File: config.mk
export PLATFORM = sky130hd
export DESIGN_NAME = piso_serializer_flat
export DESIGN_NICKNAME = d
export VERILOG_FILES = /design/src/rtl/piso_serializer_if.sv /design/src/rtl/piso_serializer.sv /design/src/flat_wrapper.sv
export SDC_FILE = /design/constraint.sdc
export NUM_CORES = 1
export LEC_CHECK = 0
export BUFFER_PORTS_ARGS = -buffer_cell sky130_fd_sc_hd__buf_4
export CAP_MARGIN = 10
export CORE_AREA = 3 3 40 42
export DETAILED_ROUTE_END_ITERATION = 8
export DIE_AREA = 0 0 43 45
export GPL_TIMING_DRIVEN = 1
export PLACE_DENSITY = 0.47
export SYNTH_ARGS = -nofsm -noshare
export SYNTH_HDL_FRONTEND = slang
export SYNTH_SLANG_ARGS = --single-unit
File: constraint.sdc
create_clock -name clk -period 1.9 [get_ports clk]
set_clock_uncertainty 0.15 [all_clocks]
set_input_delay 0 -clock clk [delete_from_list [all_inputs] [get_ports clk]]
set_output_delay 0 -clock clk [all_outputs]
set_load 0.01 [all_outputs]
File: src/rtl/piso_serializer_if.sv
// piso_serializer_if: load handshake and serial output bundle for piso_serializer
interface piso_serializer_if #(parameter int WIDTH = 4);
  logic load_valid;
  logic load_ready;
  logic [WIDTH-1:0] d;
  logic b;
  logic frame;
  logic done;
  modport master(output load_valid, d, input load_ready, b, frame, done);
  modport slave(input load_valid, d, output load_ready, b, frame, done);
endinterface

File: src/rtl/piso_serializer.sv
// piso_serializer: valid/ready loaded word shifted out one bit per clock with frame and done strobes
module piso_serializer #(
  parameter int WIDTH = 4,
  parameter bit LSB_FIRST = 1
) (
  input logic clk,
  input logic rst,
  piso_serializer_if.slave s
);
  localparam int CW = $clog2(WIDTH);
  typedef enum logic {IDLE, SHIFT} state_t;
  state_t st, nst;
  logic [WIDTH-1:0] sr, nsr, src;
  logic [CW-1:0] cnt, ncnt;
  logic acc, nb, ndone;
  always_ff @(posedge clk or negedge rst)
    if (!rst) begin
      st <= IDLE;
      sr <= '0;
      cnt <= '0;
      s.b <= 1'b0;
      s.frame <= 1'b0;
      s.done <= 1'b0;
    end else begin
      st <= nst;
      sr <= nsr;
      cnt <= ncnt;
      s.b <= nb;
      s.frame <= nst == SHIFT;
      s.done <= ndone;
    end
  always_comb begin
    acc = s.load_valid && s.load_ready;
    nst = (acc || (st == SHIFT && cnt != '0)) ? SHIFT : IDLE;
  end
  // an accepted word bypasses the shift register so its first bit goes out on the same edge
  always_comb begin
    s.load_ready = st == IDLE || cnt == '0;
    src = acc ? s.d : sr;
    nb = (nst == SHIFT) && (LSB_FIRST ? src[0] : src[WIDTH-1]);
    nsr = LSB_FIRST ? src >> 1 : src << 1;
    ncnt = acc ? CW'(WIDTH - 1) : (cnt != '0 ? cnt - 1'b1 : cnt);
    ndone = nst == SHIFT && ncnt == '0;
  end
endmodule

File: src/flat_wrapper.sv
// flat-port wrapper written by rule: the top's interface ports become plain ports
module piso_serializer_flat 
#(
  parameter int WIDTH = 4,
  parameter bit LSB_FIRST = 1
)
  (clk, rst, s_load_valid, s_d, s_load_ready, s_b, s_frame, s_done);
  piso_serializer_if #(.WIDTH(WIDTH)) s_i ();
  input logic clk;
  input logic rst;
  input wire logic [$bits(s_i.load_valid)-1:0] s_load_valid;
  input wire logic [$bits(s_i.d)-1:0] s_d;
  output wire logic [$bits(s_i.load_ready)-1:0] s_load_ready;
  output wire logic [$bits(s_i.b)-1:0] s_b;
  output wire logic [$bits(s_i.frame)-1:0] s_frame;
  output wire logic [$bits(s_i.done)-1:0] s_done;
  assign s_i.load_valid = s_load_valid;
  assign s_i.d = s_d;
  assign s_load_ready = s_i.load_ready;
  assign s_b = s_i.b;
  assign s_frame = s_i.frame;
  assign s_done = s_i.done;
  piso_serializer #(.WIDTH(WIDTH), .LSB_FIRST(LSB_FIRST)) u_core (.clk(clk), .rst(rst), .s(s_i));
endmodule
### Word-level counts from Yosys, hierarchy flattened

Index checks and enable logic that the tools add are counted.

* flip-flop bits (word level): 8

* add/subtract/negate cells: 1
* multiplexer cells: 4
* bitwise gates (word level): 1
* reductions and logical operators: 9

Operators by type and width (count)
* 1-bit logical AND: 4
* 2-bit logical NOT: 2
* 2-bit 2-to-1 mux: 2
* 4-bit 2-to-1 mux: 1
* 1-bit logical OR: 2
* 2-bit nonzero test: 1
* 2-bit by 1-bit subtractor with 2-bit output (second input constant): 1
* 1-bit 2-to-1 mux: 1
* 1-bit NOT: 1

### Longest topological paths before layout

* word-level depth: 6
* depth in mapped cells: 3
* mapped depth without buffers: 3

### Worst setup path after synthesis

No wires, ideal clock.

* path kind: reg2reg
* start point: reg, netlist name u_core.s.frame
* end point: reg u_core.sr[2]
* arrival time: 0.831 ns
* required time: 1.630 ns
* slack: 0.799 ns
* cell stages (with the launch flop): 4
* period minus slack after synthesis: 1.101 ns
* cell sequence: dfrtp_1 > o21a_4 > inv_2 > and3_1

RTL lines
* end signal, assigned: RTL line piso_serializer.sv:26 `sr <= nsr;`
* end, declared: RTL line piso_serializer.sv:13 `logic [WIDTH-1:0] sr, nsr, src;`

### Worst setup path after layout

* start point: reg u_core.cnt[1]
* end point: reg u_core.sr[2]

* cells in the longest elaborated chain, start to end: 4

RTL lines
* start, declared: RTL line piso_serializer.sv:14 `logic [CW-1:0] cnt, ncnt;`
* start signal, assigned: RTL line piso_serializer.sv:27 `cnt <= ncnt;`
* 2-bit logical NOT: RTL line piso_serializer.sv:38 `s.load_ready = st == IDLE || cnt == '0;`
* 1-bit logical OR: RTL line piso_serializer.sv:38
* 1-bit logical AND: RTL line piso_serializer.sv:33 `acc = s.load_valid && s.load_ready;`
* 4-bit 2-to-1 mux: RTL line piso_serializer.sv:39 `src = acc ? s.d : sr;`
* net u_core.src[3]: RTL line piso_serializer.sv:13

The timed path passes the listed nets, and every way through them passes these cells.

==> out/metrics.cfg <==
[status]
outcome = finished clean

[timing]
slew_headroom_pct = 75.6
max_freq_ghz = 0.596
fin_crit_ps = 1680
fin_crit_sh_pct = 88.3
final_max_slew_viol_count = 0
worst_pin_slew_ps = 365
hold_violations = 0
grt_setup_unrepaired = no
setup-tns-final_ps = 0
setup_viol = 0

[place]
port-buffer-count = 10
place_hpwl_um = 467
gp_congestion = 0.732
dpl.cell_count = 55

[die]
core_um2 = 1280
die_w_um = 43
die_area_um2 = 1940
start_util_pct = 25.0
die_y_um = 45
ios = 11
rows = 13

[worst_setup_path]
start_kind = flip-flop
crit_chain = o21a_4 > inv_2 > and3_1 > dlygate4sd3_1
end_kind = flip-flop
path_class = reg -> reg
critPathRequiredTime_ps = 1940
cp_slowest_cell = dlygate4sd3_1
worstPathArrival_ps = 1720
slowest_delay_ps = 540
critPathMaxFanout = 6

[grt]
grt.met1_usage_pct = 11.6
antenna_found_initial = 0
grt-ovfl-total = 0
met3_usage_pct = 3.59
grt_use_met2_pct = 15.0
top_usage_layer = met2
grt_pass1_wl_um = 1350
grt_pass1_vias = 294
grt_util_all_layers_pct = 10.2
grt_max_degree = 9

[drt]
drc = 0
wl_per_cell_um = 11.5
drt-vias-per-instance = 4.36
drt_pass1_iterations = 3
vias = 301
drt_iter0_drc = 7
drtAntennaViolNets = 0
drt-total-wl_um = 795

[yosys]
synth_cell_types = 13
ys_seq_area_share_pct = 62.3
yosys_warnings = 0
syn_area_per_cell_um2 = 10.7
synth_seq_cells = 8
netlist.area_leader.share_pct = 62.3
synth_area_leaders = dfrtp_1 (62%), nand2_1 (7.0%), o32ai_1 (5.4%)
synthesis.area_um2 = 322
postSynthNetCount = 37
synth_area_leader_cell = dfrtp_1
netlist_instances = 30

[final_layout]
multi_input_area_um2 = 106
fin_nets = 63
drive_gt1_share_pct = 27.8
seq_area_um2 = 200
finalNonFillerCells = 69
area_delta_synth_final_pct = 70.4
num_antenna_cells = 0
final_core_util_pct = 42.6
nFillCells = 136

[power]
ir_drop_mv = 0.547
power_density_nw_per_um2 = 1260
leakage_nw = 0.258
power_mw = 0.691

[clock_network]
numCtsBuffers = 3
clk_pin_slew_worst_paths_ps = 50
ctsHtreeMaxLevel = 1
cts_resized = 0
post-cts-setup-buffers = 0
root_buffer = clkbuf_4
numClockSinks = 8
clock_path_buffers = 2
tritoncts = built
insertion_delay_ps = 250

[job]
cap_violations = 0

[worst_hold_path]
hold_path.class = reg -> reg

[layout by cell type, fill, tap and decap left out]
| cell | Yosys | final |
|---|---|---|
| o22ai_1 | 1 | 1 |
| nor2b_1 | 1 | 1 |
| dlygate4sd3_1 | 0 | 11 |
| dfrtp_1 | 8 | 8 |
| o211ai_1 | 1 | 1 |
| nor2_1 | 2 | 2 |
| o32ai_1 | 2 | 2 |
| buf_4 | 0 | 10 |
| nor3b_1 | 1 | 1 |
| inv_1 | 3 | 3 |
| nand2_1 | 6 | 6 |
| and3_1 | 1 | 1 |
| o21a_4 | 1 | 1 |
| inv_2 | 1 | 1 |
| o21ai_0 | 2 | 2 |
| clkbuf_4 | 0 | 3 |
[final timing paths]
path / start / to / slack [ps] / depth (start not counted)
worst max register to register: u_core.cnt[1]$_DFF_PN0_ / u_core.sr[2]$_DFF_PN0_ / 220 / 4
worst max-delay path: u_core.cnt[1]$_DFF_PN0_ / u_core.sr[2]$_DFF_PN0_ / 220 / 4
min in group asynchronous: rst / u_core.s.b$_DFF_PN0_ / 570 / 3
worst min-delay path: u_core.sr[0]$_DFF_PN0_ / u_core.s.b$_DFF_PN0_ / 370 / 2
max in group asynchronous: rst / u_core.cnt[1]$_DFF_PN0_ / 770 / 3
worst min register to register: u_core.sr[0]$_DFF_PN0_ / u_core.s.b$_DFF_PN0_ / 370 / 2
[layout make-up]
| cell class | count | share of cell area (%) |
|---|---|---|
| Sequential cell | 8 | 36.5 |
| Timing Repair Buffer | 21 | 33.8 |
| Multi-Input combinational cell | 18 | 19.4 |
| Clock buffer | 3 | 4.11 |
| Tap cell | 15 | 3.42 |
| Inverter | 4 | 2.74 |
[power by group]
| part | switching (mW) | internal (mW) |
|---|---|---|
| sequential | 0.0612 | 0.239 |
| clock | 0.0596 | 0.0724 |
| combinational | 0.118 | 0.141 |
| total | 0.239 | 0.452 |
[worst max-delay path, delay by kind of cell (launching register included)]
family,cells,cell delay (ps)
simple gates,1,150
flops,1,440
buf+inv,2,610
compound gates,1,260
[state kept, by name (all words and copies together) (netlist names)]
register,count
u_core.sr,3
u_core.cnt,2
u_core.s.b,1
u_core.s.done,1
u_core.s.frame,1
[routing by layer]
layer / wire length, µm / vias to the layer above
met3: 48 / 2
li1: - / 151
met5: 0 / -
met2: 365 / 11
met1: 370 / 137
met4: 11 / 0
[what timing repair did]
action / 4_1_cts / 5_1_grt
setup endpoints to repair: 0 / 0
hold buffers: 11 / 0
endpoints found under the hold margin: 15 / 0
[Yosys cell counts, drive strengths merged]
master,number
nor3b,1
o21ai,2
nand2,6
o22ai,1
o21a,1
nor2,2
nor2b,1
o211ai,1
dfrtp,8
o32ai,2
inv,4
and3,1
[cells by family after synthesis]
kind of cell / count (synthesis) / share of synthesized area (%)
AND/OR/NAND/NOR: 11 / 15.6
flip-flops: 8 / 62.3
AO/OA/AOI/OAI: 7 / 17.5
buffers and inverters: 4 / 4.67
[stage by stage]
| step | setup slack, ps | instance area, µm² | hold WS (ps) |
|---|---|---|---|
| 3_5_place_dp | 791 | 415 | -326 |
| 2_1_floorplan | 799 | 322 | -446 |
| 4_1_cts | 243 | 548 | 378 |
| 3_3_place_gp | 790 | 415 | -327 |
| 6_report | 222 | 548 | 369 |
| 5_1_grt | 166 | 548 | 410 |
(Power assumes the default switching activity.)
